--- src/rtl/router_fsm.sv ---
// Control FSM for a 1-input, 3-output packet router: decodes the header address,
// sequences payload/parity loading and stalls on full or busy output FIFOs.
module router_fsm (
  input  logic       clock,
  input  logic       resetn,
  input  logic       pkt_valid,
  input  logic [1:0] data_in,
  input  logic       fifo_full,
  input  logic       fifo_empty_0,
  input  logic       fifo_empty_1,
  input  logic       fifo_empty_2,
  input  logic       soft_reset_0,
  input  logic       soft_reset_1,
  input  logic       soft_reset_2,
  input  logic       parity_done,
  input  logic       low_packet_valid,
  output logic       write_enb_reg,
  output logic       detect_add,
  output logic       ld_state,
  output logic       laf_state,
  output logic       lfd_state,
  output logic       full_state,
  output logic       rst_int_reg,
  output logic       busy
);

  localparam logic [2:0] DECODE_ADDRESS     = 3'd0;
  localparam logic [2:0] LOAD_FIRST_DATA    = 3'd1;
  localparam logic [2:0] LOAD_DATA          = 3'd2;
  localparam logic [2:0] FIFO_FULL_STATE    = 3'd3;
  localparam logic [2:0] LOAD_AFTER_FULL    = 3'd4;
  localparam logic [2:0] LOAD_PARITY        = 3'd5;
  localparam logic [2:0] CHECK_PARITY_ERROR = 3'd6;
  localparam logic [2:0] WAIT_TILL_EMPTY    = 3'd7;

  logic [2:0] state, next_state;
  logic [1:0] addr;
  logic       hdr_empty;
  logic       addr_empty;
  logic       soft_hit;

  always_ff @(posedge clock) begin
    if (resetn) state <= DECODE_ADDRESS;
    else        state <= next_state;
  end

  // Latch the header address so later stages don't depend on data_in holding it
  always_ff @(posedge clock) begin
    if (resetn)
      addr <= 2'd0;
    else if (state == DECODE_ADDRESS && pkt_valid)
      addr <= data_in;
  end

  always_comb begin
    hdr_empty = 1'b0;
    case (data_in)
      2'd0:    hdr_empty = fifo_empty_0;
      2'd1:    hdr_empty = fifo_empty_1;
      2'd2:    hdr_empty = fifo_empty_2;
      default: hdr_empty = 1'b0;
    endcase
  end

  always_comb begin
    addr_empty = 1'b0;
    soft_hit   = 1'b0;
    case (addr)
      2'd0:    begin addr_empty = fifo_empty_0; soft_hit = soft_reset_0; end
      2'd1:    begin addr_empty = fifo_empty_1; soft_hit = soft_reset_1; end
      2'd2:    begin addr_empty = fifo_empty_2; soft_hit = soft_reset_2; end
      default: begin addr_empty = 1'b0;         soft_hit = 1'b0;         end
    endcase
  end

  always_comb begin
    next_state = DECODE_ADDRESS;
    if (state != DECODE_ADDRESS && soft_hit) begin
      next_state = DECODE_ADDRESS;
    end else begin
      case (state)
        DECODE_ADDRESS:
          if (pkt_valid && data_in != 2'd3)
            next_state = hdr_empty ? LOAD_FIRST_DATA : WAIT_TILL_EMPTY;
          else
            next_state = DECODE_ADDRESS;
        LOAD_FIRST_DATA:
          next_state = LOAD_DATA;
        LOAD_DATA:
          if (fifo_full)       next_state = FIFO_FULL_STATE;
          else if (!pkt_valid) next_state = LOAD_PARITY;
          else                 next_state = LOAD_DATA;
        FIFO_FULL_STATE:
          next_state = fifo_full ? FIFO_FULL_STATE : LOAD_AFTER_FULL;
        LOAD_AFTER_FULL:
          if (parity_done)           next_state = DECODE_ADDRESS;
          else if (low_packet_valid) next_state = LOAD_PARITY;
          else                       next_state = LOAD_DATA;
        LOAD_PARITY:
          next_state = CHECK_PARITY_ERROR;
        CHECK_PARITY_ERROR:
          next_state = fifo_full ? FIFO_FULL_STATE : DECODE_ADDRESS;
        WAIT_TILL_EMPTY:
          next_state = addr_empty ? LOAD_FIRST_DATA : WAIT_TILL_EMPTY;
        default:
          next_state = DECODE_ADDRESS;
      endcase
    end
  end

  always_comb begin
    detect_add    = (state == DECODE_ADDRESS);
    lfd_state     = (state == LOAD_FIRST_DATA);
    ld_state      = (state == LOAD_DATA);
    laf_state     = (state == LOAD_AFTER_FULL);
    full_state    = (state == FIFO_FULL_STATE);
    rst_int_reg   = (state == CHECK_PARITY_ERROR);
    write_enb_reg = (state == LOAD_DATA) || (state == LOAD_PARITY) ||
                    (state == LOAD_AFTER_FULL);
    busy          = !((state == DECODE_ADDRESS) || (state == LOAD_DATA));
  end

endmodule

--- config.mk ---
export PLATFORM = sky130hd
export DESIGN_NAME = router_fsm
export DESIGN_NICKNAME = d
export VERILOG_FILES = /design/src/rtl/router_fsm.sv
export SDC_FILE = /design/constraint.sdc
export NUM_CORES = 1
export LEC_CHECK = 0
export CAP_MARGIN = 20
export CORE_AREA = 3 3 40 42
export CTS_BUF_LIST = sky130_fd_sc_hd__clkbuf_4 sky130_fd_sc_hd__clkbuf_8
export DETAILED_ROUTE_END_ITERATION = 7
export DIE_AREA = 0 0 43 45
export GPL_TIMING_DRIVEN = 0
export PLACE_DENSITY_LB_ADDON = 0.08
export SLEW_MARGIN = 20
export SYNTH_ARGS = -nofsm -noshare
export SYNTH_HDL_FRONTEND = slang
export SYNTH_SLANG_ARGS = --single-unit
--- constraint.sdc ---
create_clock -name clock -period 1.42 [get_ports clock]
set_input_delay 0.284 -clock clock [delete_from_list [all_inputs] [get_ports clock]]
set_output_delay 0.284 -clock clock [all_outputs]
set_load 0.005 [all_outputs]
Word level (Yosys, flattened, before mapping)
Index checks and enable logic that the tools add are counted.
{ "classes": {"eq_ne": 12, "mux": 13, "reduce_logical": 12} }
{ "ops": {"columns": ["cell", "count"], "rows": [
  ["3-bit two-way mux", 8],
  ["3-bit one-hot mux with 8 select lines", 1],
  ["3-bit equality test (second input constant)", 4],
  ["1-bit one-hot mux with 3 select lines", 3],
  ["3-bit by 2-bit equality test with 1-bit output (second input constant)", 2],
  ["2-bit by 1-bit equality test with 1-bit output (second input constant)", 2],
  ["2-bit equality test (second input constant)", 2],
  ["2-bit zero test", 2],
  ["3-bit by 1-bit equality test with 1-bit output (second input constant)", 1],
  ["1-bit logical AND", 3],
  ["3-bit zero test", 1],
  ["1-bit logical OR", 3],
  ["3-bit nonzero test", 1],
  ["2-bit two-way mux", 1],
  ["2-bit inequality test (second input constant)", 1],
  ["2-bit OR reduction", 1],
  ["1-bit zero test", 1]
]} }
{ "totals": {"regBits": 5, "inputBits": 14, "out_inout_bits": 8} }

Depth between registers and ports, before layout
{ "depth": {"word_depth": 5, "depth_mapped": 5, "mapped_depth_nobuf": 5} }

Worst setup path after synthesis
OpenSTA, ideal clock, no wires.
{ "synth_path": {"path_kind": "flip-flop to output port", "from": "register state[1]", "to": "output write_enb_reg", "required_ps": 1136, "arrival_ps": 988, "path_slack_ps": 148, "path_stages_with_launch": 3, "n_path_buf": 1, "cell_sequence": "dfxtp_1 -> clkbuf_1 -> mux2_2"} }
{ "synth_via": {"elab_chain_len": 3, "word_cells_on_any_way": 5} }
{ "synth_lines": {"columns": ["item", "line_no", "text"], "rows": [
  ["start, declared", "36", "logic [2:0] state, next_state;"],
  ["start signal, assigned", "44", "else state <= next_state;"],
  ["3-bit by 2-bit equality test with 1-bit output or 3-bit equality test (tied branches)", "118", "write_enb_reg = (state == LOAD_DATA) || (state == LOAD_PARITY) ||"],
  ["1-bit logical OR", "118", null],
  ["1-bit logical OR *", "118", null],
  ["end, declared", "17", "output logic write_enb_reg,"]
]} }
Every way passes the cells marked *; elsewhere a longest branch is shown, timed or not.

Final worst setup path
{ "layout_path": {"from": "register state[1]", "to": "output detect_add"} }
{ "layout_via": {"elab_chain_len": 1} }
{ "layout_lines": {"columns": ["item", "line_no", "text"], "rows": [
  ["3-bit zero test", "112", "detect_add = (state == DECODE_ADDRESS);"],
  ["end, declared", "18", "output logic detect_add,"]
]} }
No other way between the ends.

==> summary.md <==
Across the VDD grid, the largest voltage drop is 1.17 mV. The worst setup path is captured at an output pin. Averaged over all synthesized cells, the footprint is 7.51 µm². Buffer cell driving the clock tree root: sky130_fd_sc_hd__clkbuf_4.

The total number of placement rows is 13. The number of antenna diodes was 0; the switching power as a share of total power was 36.8%. The type of the worst min-delay path is in -> reg. The run gives 0 as the quantity of hold-fixing buffers added after cts. Counting flops with a built-in enable in the synthesized netlist gives 0. The run gives 11 as the maximum number of pins on one net before global-route repair. The final worst setup slack is -0.0285 ns, and the total number of H-tree levels is 1.

Summing every instance area after synthesis gives 435 µm². The commonest cells after synthesis are sky130_fd_sc_hd__a21oi_1, sky130_fd_sc_hd__dfxtp_1, sky130_fd_sc_hd__mux2i_1, sky130_fd_sc_hd__nand2_1, sky130_fd_sc_hd__nor2_1. The most repeated cell in the gate-level netlist after synthesis is sky130_fd_sc_hd__a21oi_1. Switching power total: 593 µW. The number of hold violations in the final report is 0. The final reports fail on negative setup slack.

The run gives 22 as the number of top-level pins. The critical path is of the reg -> out type. Tracing the worst setup path back leads to its startpoint at state[1]. The later-pin clock latency in the skew report is 0.23 ns, and the final core utilization is 65.5%.

Cell-internal power: 1020 µW. The max-slew violation total from the final report came out at 0. Setup violations remaining at the end of the flow were counted as 2. Count of yosys warnings during synthesis: 0.

Family with the most delay on the worst path: simple AND/OR/NAND/NOR gates. The width of the chip came out at 43 µm. The total power of the final layout is 1610 µW.

The share of total power in combinational logic is 71.5%, and the number of synthesized register bits is 5. For the maximum clock frequency, the log shows 0.690 GHz. The overflow left after global routing came out at 0. The logs give 0.00333 ns for the final clock skew and 0.803 for the global placer's final weighted congestion. Measured along the y axis, the die boundary spans 45 µm. The final net count was 110. In the synthesized netlist the dominant register cell turns out to be sky130_fd_sc_hd__dfxtp_1.

For the final routed wirelength across all metal layers, the log shows 1380 µm. The period utilization came out at 102%. In this run the biggest area consumer among cell types represents 23.0% of the synthesized area.

The average wire per standard cell came out at 12.5 µm. In this run the most critical hold path is launched from data_in[1]. Setup repair after global routing could not meet its margin everywhere. The slowest stage of the critical path is the sky130_fd_sc_hd__or3_4 cell. The data required time at the worst endpoint was 1.14 ns; the global-route usage over all layers was 14.8%. Summing the sequential cell areas from Yosys gives 23.0% of the chip area.

The run gives 843 µm as the final HPWL from detailed placement. Along the worst path, the maximum fanout reaches 2. The placeable core region is 0.00128 mm². STA classifies the critical path startpoint as a flop. In this design, the critical path's most frequently occurring cell is sky130_fd_sc_hd__buf_6.

The detail route stage leaves a number of antenna-violating nets equal to 0. Post-synthesis cell type count: 28. No sink is reached through more buffers than the 2 on the longest clock path.

The number of clock buffers added by TritonCTS is 3. The tools report the static leakage power as 0.000388 µW. The logs give 5 for the number of clock sinks and 72 for the number of nets in the synthesized netlist. The post-synthesis async set-or-reset flop share is 0%. For the number of DRC violations after detailed-routing iteration 0, the log shows 4. Critical path buffer and inverter count: 3. Traced cell by cell, the critical path runs through buf_6 -> or3_4 -> clkinv_4 -> buf_6. Data arrives at the worst endpoint at 1.16 ns. The first global-routing pass estimated 2130 µm of wire.

The per-cell via count in the routed design is 4.97, and the largest stage delay on the critical path is 0.35 ns. The total power divided by cell area was 1910 mW/mm². The tool flagged a number of max-cap violations equal to 0. For this configuration, the core starts out at a cell density of 33.9%.

In this run the tightest slew margin relative to its limit is 81.0%. By area the synthesized netlist is led by sky130_fd_sc_hd__dfxtp_1, sky130_fd_sc_hd__mux2i_1, sky130_fd_sc_hd__a21oi_1. The library cell occupying the most area in the post-synthesis netlist is sky130_fd_sc_hd__dfxtp_1. The internal reg-to-reg setup slack was 0.05 ns.

TritonCTS built the clock tree. Across all layers, the routed design uses 547 vias. The flow ran to the end, but the final reports show violations.

After layout, the minimum clock period comes to 1.45 ns. The layout overhead on the synthesized area was 93.4%. The post-route netlist has 41.1% of its cells at a drive strength greater than 1.

The number of global-route vias before repair was 465; the DRC violation count after routing was 0. The proportion of power drawn by flip-flops and latches is 17.7%, and the slew of the pin with the lowest slew margin is 0.285 ns. Source of the worst register-to-register timing path: state[2]. The die covers 0.00194 mm².

The number of input and output port buffers inserted was 21; the pre-CTS setup slack was -0.378 ns. After clock tree synthesis, the clock-pin slew on the worst setup and hold paths is 0.04 ns. The logs give 58 for the synthesized instance count and 2 for the number of search-and-repair iterations in the first detailed-routing pass. The clock network is responsible for 10.8% of the overall power. The run gives 0 as the number of antenna violations at the first check in global routing.
==> registers in the layout, indices dropped and copies added (netlist names) <==
| name | count |
|---|---|
| addr | 2 |
| state | 3 |
==> power by group through the flow <==
stage | Clock [µW] | Sequential, µW | Combinational (µW)
2_1_floorplan | 0 | 237 | 464
3_3_place_gp | 0 | 253 | 771
3_5_place_dp | 0 | 253 | 779
4_1_cts | 183 | 278 | 1030
5_1_grt | 188 | 292 | 1240
6_report | 175 | 285 | 1150
==> kinds of logic after synthesis <==
logic type / after synthesis / share of synthesized area [%]
mux: 5 / 11.8
compound gates: 17 / 25.0
flops: 5 / 23.0
buf+inv: 6 / 5.75
simple gates: 25 / 34.5
==> worst min-delay path: stages <==
cell                             delay, ns
sky130_fd_sc_hd__dlymetal6s2s_1       0.18
sky130_fd_sc_hd__nand3_1              0.09
sky130_fd_sc_hd__a21oi_1              0.05
==> placed cells by master, fill, tap and decap left out, drive strengths merged <==
cell,Yosys,layout
dfxtp,5,5
nor3b,3,3
a21boi,1,1
and3b,1,1
dlymetal6s2s,0,2
clkinv,1,1
mux2i,4,4
nand3,3,3
clkbuf,2,7
mux2,1,1
nand2b,1,1
a21oi,7,7
inv,2,2
nor2b,1,1
o31a,2,2
nand3b,3,3
nand2,5,5
o21bai,1,1
o21a,1,1
nor3,2,2
buf,1,19
clkdlybuf4s50,0,11
and2,1,1
nor2,4,4
o21ai,3,3
or3,1,1
o22ai,1,1
a31oi,1,1
dlygate4sd2,0,1
==> timing repair <==
item,in CTS,in global routing
gates resized for setup,44,11
pin swaps,2,4
endpoints found under the setup margin,8,7
buffers inserted,9,3
endpoints found under the hold margin,0,0
==> worst paths after layout <==
| path | endpoint | depth (start not counted) |
|---|---|---|
| hold reg to reg | addr[0] | 2 |
| setup reg to reg | state[0] | 6 |
| setup / recovery | detect_add | 4 |
| hold / removal | addr[1] | 3 |
==> layer usage <==
layer | wire [µm] | vias to the layer above | global-route usage, %
li1 | - | 284 | -
met1 | 677 | 242 | 20.8
met2 | 612 | 19 | 21.3
met3 | 77 | 2 | 2.79
met4 | 9 | 0 | 8.43
met5 | 0 | - | 0
==> layout make-up <==
| class | count | area (µm²) |
|---|---|---|
| Sequential cell | 5 | 109 |
| Clock buffer | 4 | 30.0 |
| Fill cell | 119 | 443 |
| Buffer | 3 | 40.0 |
| Multi-Input combinational cell | 47 | 342 |
| Timing Repair Buffer | 33 | 287 |
| Inverter | 3 | 16.3 |
| Tap cell | 15 | 18.8 |
==> metrics by stage <==
step	cells	instance area [µm²]	TNS [ns]	hold slack, ns
after floorplan	58	435	0	0.353
after global placement	94	664	-2.14	0.501
after detailed placement	94	664	-2.22	0.504
after CTS	107	808	-0.171	0.509
after global routing	110	842	-0.149	0.444
final	110	842	-0.0383	0.430
No activity file was read; power rests on OpenSTA's default activity.
